File: src/rtl/comparador_serial_nibble.sv
// Serial multi-nibble magnitude comparator.
// Latches two unsigned operands and presents them one nibble pair per cycle,
// most significant nibble first, to an external combinational 4-bit comparator.
// It stops at the first unequal nibble and registers a full-width
// maior/menor/igual result, or erro if the comparator flags are not one-hot.
module comparador_serial_nibble #(
  parameter int N_NIBBLES = 4
) (
  input  logic                   clk,
  input  logic                   rst_n,
  input  logic                   start,
  input  logic [4*N_NIBBLES-1:0] a,
  input  logic [4*N_NIBBLES-1:0] b,
  output logic [3:0]             nib_a,
  output logic [3:0]             nib_b,
  input  logic                   cmp_maior,
  input  logic                   cmp_menor,
  input  logic                   cmp_igual,
  output logic                   busy,
  output logic                   done,
  output logic                   maior,
  output logic                   menor,
  output logic                   igual,
  output logic                   erro
);

  localparam int W     = 4 * N_NIBBLES;
  localparam int IDX_W = $clog2(N_NIBBLES);

  localparam logic [IDX_W-1:0] IDX_TOP = IDX_W'(N_NIBBLES - 1);

  typedef enum logic [1:0] {
    IDLE    = 2'd0,
    COMPARA = 2'd1,
    FIM     = 2'd2
  } state_t;

  // Exactly one of the three comparator flags must be set for a usable answer.
  function automatic logic f_flags_one_hot(input logic f_maior,
                                           input logic f_menor,
                                           input logic f_igual);
    logic [2:0] v;
    v = {f_maior, f_menor, f_igual};
    return (v == 3'b100) || (v == 3'b010) || (v == 3'b001);
  endfunction

  state_t           r_state;
  logic [W-1:0]     r_a;
  logic [W-1:0]     r_b;
  logic [IDX_W-1:0] r_idx;
  logic             r_maior;
  logic             r_menor;
  logic             r_igual;
  logic             r_erro;

  state_t           w_state_nx;
  logic [W-1:0]     w_a_nx;
  logic [W-1:0]     w_b_nx;
  logic [IDX_W-1:0] w_idx_nx;
  logic             w_maior_nx;
  logic             w_menor_nx;
  logic             w_igual_nx;
  logic             w_erro_nx;
  logic             w_one_hot;

  assign w_one_hot = f_flags_one_hot(cmp_maior, cmp_menor, cmp_igual);

  // State, operand, index and result registers; reset clears everything and aborts any run.
  always_ff @(posedge clk or negedge rst_n) begin
    if (!rst_n) begin
      r_state <= IDLE;
      r_a     <= '0;
      r_b     <= '0;
      r_idx   <= '0;
      r_maior <= 1'b0;
      r_menor <= 1'b0;
      r_igual <= 1'b0;
      r_erro  <= 1'b0;
    end else begin
      r_state <= w_state_nx;
      r_a     <= w_a_nx;
      r_b     <= w_b_nx;
      r_idx   <= w_idx_nx;
      r_maior <= w_maior_nx;
      r_menor <= w_menor_nx;
      r_igual <= w_igual_nx;
      r_erro  <= w_erro_nx;
    end
  end

  // Next-state logic: accept start in IDLE, walk nibbles MSB-first, capture result on entry to FIM.
  always_comb begin
    w_state_nx = r_state;
    w_a_nx     = r_a;
    w_b_nx     = r_b;
    w_idx_nx   = r_idx;
    w_maior_nx = r_maior;
    w_menor_nx = r_menor;
    w_igual_nx = r_igual;
    w_erro_nx  = r_erro;

    case (r_state)
      IDLE: begin
        if (start) begin
          w_a_nx     = a;
          w_b_nx     = b;
          w_idx_nx   = IDX_TOP;
          w_state_nx = COMPARA;
        end
      end

      COMPARA: begin
        if (!w_one_hot) begin
          w_maior_nx = 1'b0;
          w_menor_nx = 1'b0;
          w_igual_nx = 1'b0;
          w_erro_nx  = 1'b1;
          w_state_nx = FIM;
        end else if (cmp_maior) begin
          w_maior_nx = 1'b1;
          w_menor_nx = 1'b0;
          w_igual_nx = 1'b0;
          w_erro_nx  = 1'b0;
          w_state_nx = FIM;
        end else if (cmp_menor) begin
          w_maior_nx = 1'b0;
          w_menor_nx = 1'b1;
          w_igual_nx = 1'b0;
          w_erro_nx  = 1'b0;
          w_state_nx = FIM;
        end else if (r_idx != '0) begin
          // Nibbles equal so far; the index stops at 0 so it never wraps.
          w_idx_nx = r_idx - 1'b1;
        end else begin
          w_maior_nx = 1'b0;
          w_menor_nx = 1'b0;
          w_igual_nx = 1'b1;
          w_erro_nx  = 1'b0;
          w_state_nx = FIM;
        end
      end

      FIM: begin
        w_state_nx = IDLE;
      end

      default: begin
        w_state_nx = IDLE;
      end
    endcase
  end

  // Nibble pair at the current index goes straight from the operand registers to the comparator.
  assign nib_a = r_a[{r_idx, 2'b00} +: 4];
  assign nib_b = r_b[{r_idx, 2'b00} +: 4];

  assign busy  = (r_state != IDLE);
  assign done  = (r_state == FIM);
  assign maior = r_maior;
  assign menor = r_menor;
  assign igual = r_igual;
  assign erro  = r_erro;

endmodule

File: config.mk
export PLATFORM = sky130hd
export DESIGN_NAME = comparador_serial_nibble
export DESIGN_NICKNAME = d
export VERILOG_FILES = /design/src/rtl/comparador_serial_nibble.sv
export SDC_FILE = /design/constraint.sdc
export NUM_CORES = 1
export LEC_CHECK = 0
export CORE_MARGIN = 2
export CORE_UTILIZATION = 40
export DETAILED_ROUTE_END_ITERATION = 7
export GPL_TIMING_DRIVEN = 1
export HOLD_SLACK_MARGIN = 0.02
export PLACE_DENSITY_LB_ADDON = 0.15
export SYNTH_ARGS = -nofsm -noshare
export SYNTH_HDL_FRONTEND = slang
export SYNTH_SLANG_ARGS = --single-unit
File: constraint.sdc
create_clock -name clk -period 2.87 [get_ports clk]
set_input_delay 0.574 -clock clk [delete_from_list [all_inputs] [get_ports clk]]
set_output_delay 0.574 -clock clk [all_outputs]
set_load 0.02 [all_outputs]
==> results by stage <==
Routing:
- The first TritonRoute pass finished after 4 iterations.
- In the final routed layout, each cell accounts on average for 14.8 um.
- The initial DRC count is 35.
- The count of antenna-violating nets left after detailed routing is 0.
- The average vias per placed instance is about 5.2.
- The aggregate routed wire length is about 3.4 mm.
- The overall via count from detail_route is about 1200.
- After detailed routing, the number of remaining DRC violations is 0.

Critical path:
- Traced cell by cell, the critical path runs through mux4_2, clkdlybuf4s50_1.
- The internal reg-to-reg setup slack is around 0.94 ns.
- The largest single stage delay on the critical path is slightly below 0.6 ns.
- For the worst flop-to-flop path, the logic depth is 6.
- The worst setup path is of the reg -> out kind.
- The endpoint arrival time on the critical path is between 1.5 and 2 ns.
- Along the worst path, the maximum fanout reaches 11.
- The critical path's top delay family is flip-flops.
- For this design, the slowest cell found on the critical path is sky130_fd_sc_hd__dfrtp_2.
- Data on the critical path is required at its endpoint by ~2.3 ns.
- In this run the number of cells on the critical path is 2.
- The kind of launch point of the worst setup path is a register.
- The critical path buffer and inverter count is 1.
- The nature of the critical path endpoint is an output pin.

Floorplan:
- During I/O placement, the number of pins put on the boundary was 52.
- The initial utilization of the core area, before any placement, comes to a little over two fifths.
- The die width is roughly 72 um.
- The row count is 24.
- The die area is roughly 5200 um2.
- The die boundary height is roughly 70 um.
- The total area inside the core boundary comes to 4410 um2.

Clock network:
- The clock latency on the worst-skew pair is slightly below 0.3 ns.
- The root buffer cell chosen for the clock tree is sky130_fd_sc_hd__clkbuf_8.
- Clock-pin slew was measured on the worst setup and hold paths at roughly 0.08 ns.
- In this run the post-CTS setup repair buffer count came out at 0.
- The clock drives 40 sinks.
- No sink is reached through more buffers than the 2 on the longest clock path.
- The number of clock buffers added by TritonCTS is 5.
- The TritonCTS clock tree is done.
- The H-tree was split into 2 levels.

STA:
- The final count of pins violating max slew is 0.
- The accumulated negative setup slack is 0 ns.
- The final worst clock skew is between 0.006 and 0.007 ns.
- Setup repair after global routing left no endpoint under its margin.
- For the finished layout, the period the worst path requires is 2.56 ns.
- For the pin with the worst max-slew slack, the measured transition is 0.875 ns.
- The number of endpoints with negative hold slack in the final report is 0.
- Measured against its own limit, the worst slew margin works out to a little over two fifths.
- Hold timing on the final database bottoms out at a slack of between 0.3 and 0.4 ns.
- The highest attainable clock frequency is 0.391 GHz.
- Of the available clock period, the critical path in the final layout requires a little under 90%.
- Setup violations remaining at the end of the flow were counted as 0.

Synth:
- In this run, synthesis inferred 0 flip-flops with an integrated enable.
- The combinational family with the most area after synthesis is multiplexers.
- The mean cell area of the mapped netlist is between 10 and 15 um2.
- After synthesis, the share of cell area in mux cells is ~31%.
- The number of distinct library cells after synthesis is 29.
- The post-synthesis share of cell area spent on and, or, nand and nor gates is 4.98%.
- The number of nets in the synthesized netlist is between 150 and 200.
- The library cell with the highest instance count after synthesis is sky130_fd_sc_hd__dfrtp_1.
- Of all cell types, the one taking the most synthesized area is sky130_fd_sc_hd__dfrtp_1.
- After synthesis the netlist holds a flip-flop and latch count of 40.
- By area the synthesized netlist is led by sky130_fd_sc_hd__dfrtp_1 54%, sky130_fd_sc_hd__mux2_2 18%, sky130_fd_sc_hd__mux4_2 9.7%.
- During synthesis, Yosys emitted a total of 0 warnings.
- The most frequently used flop master after synthesis is sky130_fd_sc_hd__dfrtp_1.
- By count the netlist is led by 40 x sky130_fd_sc_hd__dfrtp_1, 30 x sky130_fd_sc_hd__mux2_2, 8 x sky130_fd_sc_hd__mux4_2, 7 x sky130_fd_sc_hd__inv_1.
- The arithmetic-cell share of the synthesized area counting full adders, half adders and majority gates is less than 1%.
- The synthesized-area fraction occupied by xor and xnor cells is less than 1%.
- The number of cells produced by synthesis is approximately 130.
- The part of the Yosys area used for sequential elements is roughly 54%.
- The share of synthesized registers carrying an async set or reset is 100%.
- After synthesis the cells add up to approximately 1900 um2.
- The synthesized netlist devotes 4.78% of its cell area to compound gates.
- The share of synthesized area in the top cell type comes to between 50% and 60%.

Power:
- The design draws approximately 2.6 mW.
- The net switching power of the design is about 0.87 mW.
- The sequential fraction of design power is 39.0%.
- The switching share of power is 32.7%.
- The leakage power summed over all cells is 1.03 nW.
- The power per unit of standard cell area is ~1100 nW/um2.
- The worst-case IR drop observed on VDD is 0.757 mV.
- Per report_power, the combinational group accounts for a little under half of the total.
- The cell internal power dissipation is roughly 1.8 mW.
- In this run, the clock network consumes between 10% and 20% of the power.

Min path:
- The worst hold path belongs to the class in -> async.

GRT:
- The via count of the first global-routing pass is ~1300.
- The global routing usage on met2 is between 20% and 30%.
- met2 is the most crowded layer.
- For this run, global-route usage on met3 was measured as 5.00%.
- For met1 alone, demand over resource in global routing was about a fifth.
- Entering global routing, the biggest net connects a little over 40 pins.
- The initial antenna violation count was 0.
- The global-route total usage across every layer is 14.9%.
- The first-pass GRT wire length is 5.98 mm.
- For this run the aggregate overflow at the end of global routing stands at 0.

Cells and area:
- The final layout contains roughly 220 nets.
- The area growth from synthesis to layout is 33.1%.
- The number of filler cells placed in the layout is approximately 360.
- The total area of multi-input combinational cells is approximately 770 um2.
- The ratio of cells with drive above 1 in the final layout is a little under a third.
- The area used by sequential logic in the layout is 1000 um2.
- The number of antenna diodes in the final layout is 0.

Run:
- Max-cap violations in this run came to 0.

Place:
- The congestion estimate from routability-driven global placement came to slightly above 0.8.
- The sum of net half-perimeters after detailed placement is approximately 2.4 mm.
- The total of buffers placed on input and output ports is approximately 50.

Run status:
- The run finished with clean final reports.
[power groups by stage]
stage / Clock, mW / Combinational [mW] / Sequential, mW
after global placement: 0 / 1.22 / 1.03
after CTS: 0.401 / 1.25 / 1.04
after global routing: 0.431 / 1.32 / 1.08
after detailed placement: 0 / 1.25 / 1.05
after floorplan: 0 / 0.890 / 0.975
final: 0.382 / 1.23 / 1.03
[worst register-to-register path: cells and delay by family (launching register included)]
kind | cells | cell delay (ns)
AO/OA/AOI/OAI | 2 | 0.43
adder cells (fa/ha/maj) | 1 | 0.24
buffers and inverters | 1 | 0.09
flip-flops | 1 | 0.62
multiplexers | 1 | 0.31
AND/OR/NAND/NOR | 1 | 0.13
[layer usage]
layer,up-vias,routed length [um],share of wire [%]
met1,604,1540,45
met2,43,1660,48
met5,-,0,0
li1,566,-,-
met3,2,221,6.4
met4,0,19,0.55
[kinds of logic after synthesis]
group,count (synthesis)
adders and majority gates,1
DFF,40
muxes,42
buffers and inverters,14
and+or+nand+nor,16
AOI/OAI and AO/OA,14
xor gates and xnor gates,1
[layout make-up]
type                    count  share of cell area (%)
flip-flops and latches     40                    40.5
well taps                  52                    2.63
multi-input cells          74                    31.3
repair buffers             52                    20.7
clock buffers               6                    3.34
inverters                   7                    1.06
clock inverters             2                   0.405
[flip-flops by register name, summed over array words and instances, names as in the netlist]
signal   cells
r_state      2
r_a         16
r_b         16
maior        1
erro         1
igual        1
r_idx        2
menor        1
[per-stage QoR]
step / cell area (um2) / util [%] / cells / setup slack, ns
6_report: 2470 / 56.0 / 233 / 0.310
5_1_grt: 2470 / 56.0 / 233 / 0.217
4_1_cts: 2470 / 56.0 / 233 / 0.0657
3_5_place_dp: 2380 / 53.9 / 225 / 0.399
3_3_place_gp: 2380 / 53.9 / 225 / 0.383
2_1_floorplan: 1860 / - / 128 / 1.04
[path summary, 6_finish.rpt]
| check | to | startpoint |
|---|---|---|
| hold reg to reg | r_b[11] | r_b[11] |
| setup reg to reg | r_idx[1] | r_idx[1] |
| setup / recovery | nib_b[1] | r_idx[0] |
| hold / removal | r_a[15] | rst_n |
| max in group asynchronous | r_idx[0] | rst_n |
| min in group clk | r_b[11] | r_b[11] |
[repair_timing]
item	4_1_cts	5_1_grt
hold buffers	0	0
hold endpoints to repair	0	0
resized for setup	0	1
setup endpoints to repair	0	5
[cell usage in the layout (no fill, tap or decap), drive strengths merged]
cell | Yosys | final
clkbuf | 1 | 6
a211o | 1 | 1
a22oi | 1 | 1
nor2 | 3 | 3
mux2 | 34 | 34
and4 | 1 | 1
inv | 7 | 7
ha | 1 | 1
o21ai | 5 | 5
a31oi | 2 | 2
dfrtp | 40 | 40
clkdlybuf4s50 | 0 | 50
a32oi | 1 | 1
mux4 | 8 | 8
nand2 | 4 | 4
xor2 | 1 | 1
o221a | 1 | 1
clkinv | 0 | 2
nor2b | 4 | 4
buf | 6 | 2
nand2b | 1 | 1
a21oi | 3 | 3
or2 | 1 | 1
nand3 | 2 | 2
No activity file was read; power rests on OpenSTA's default activity.
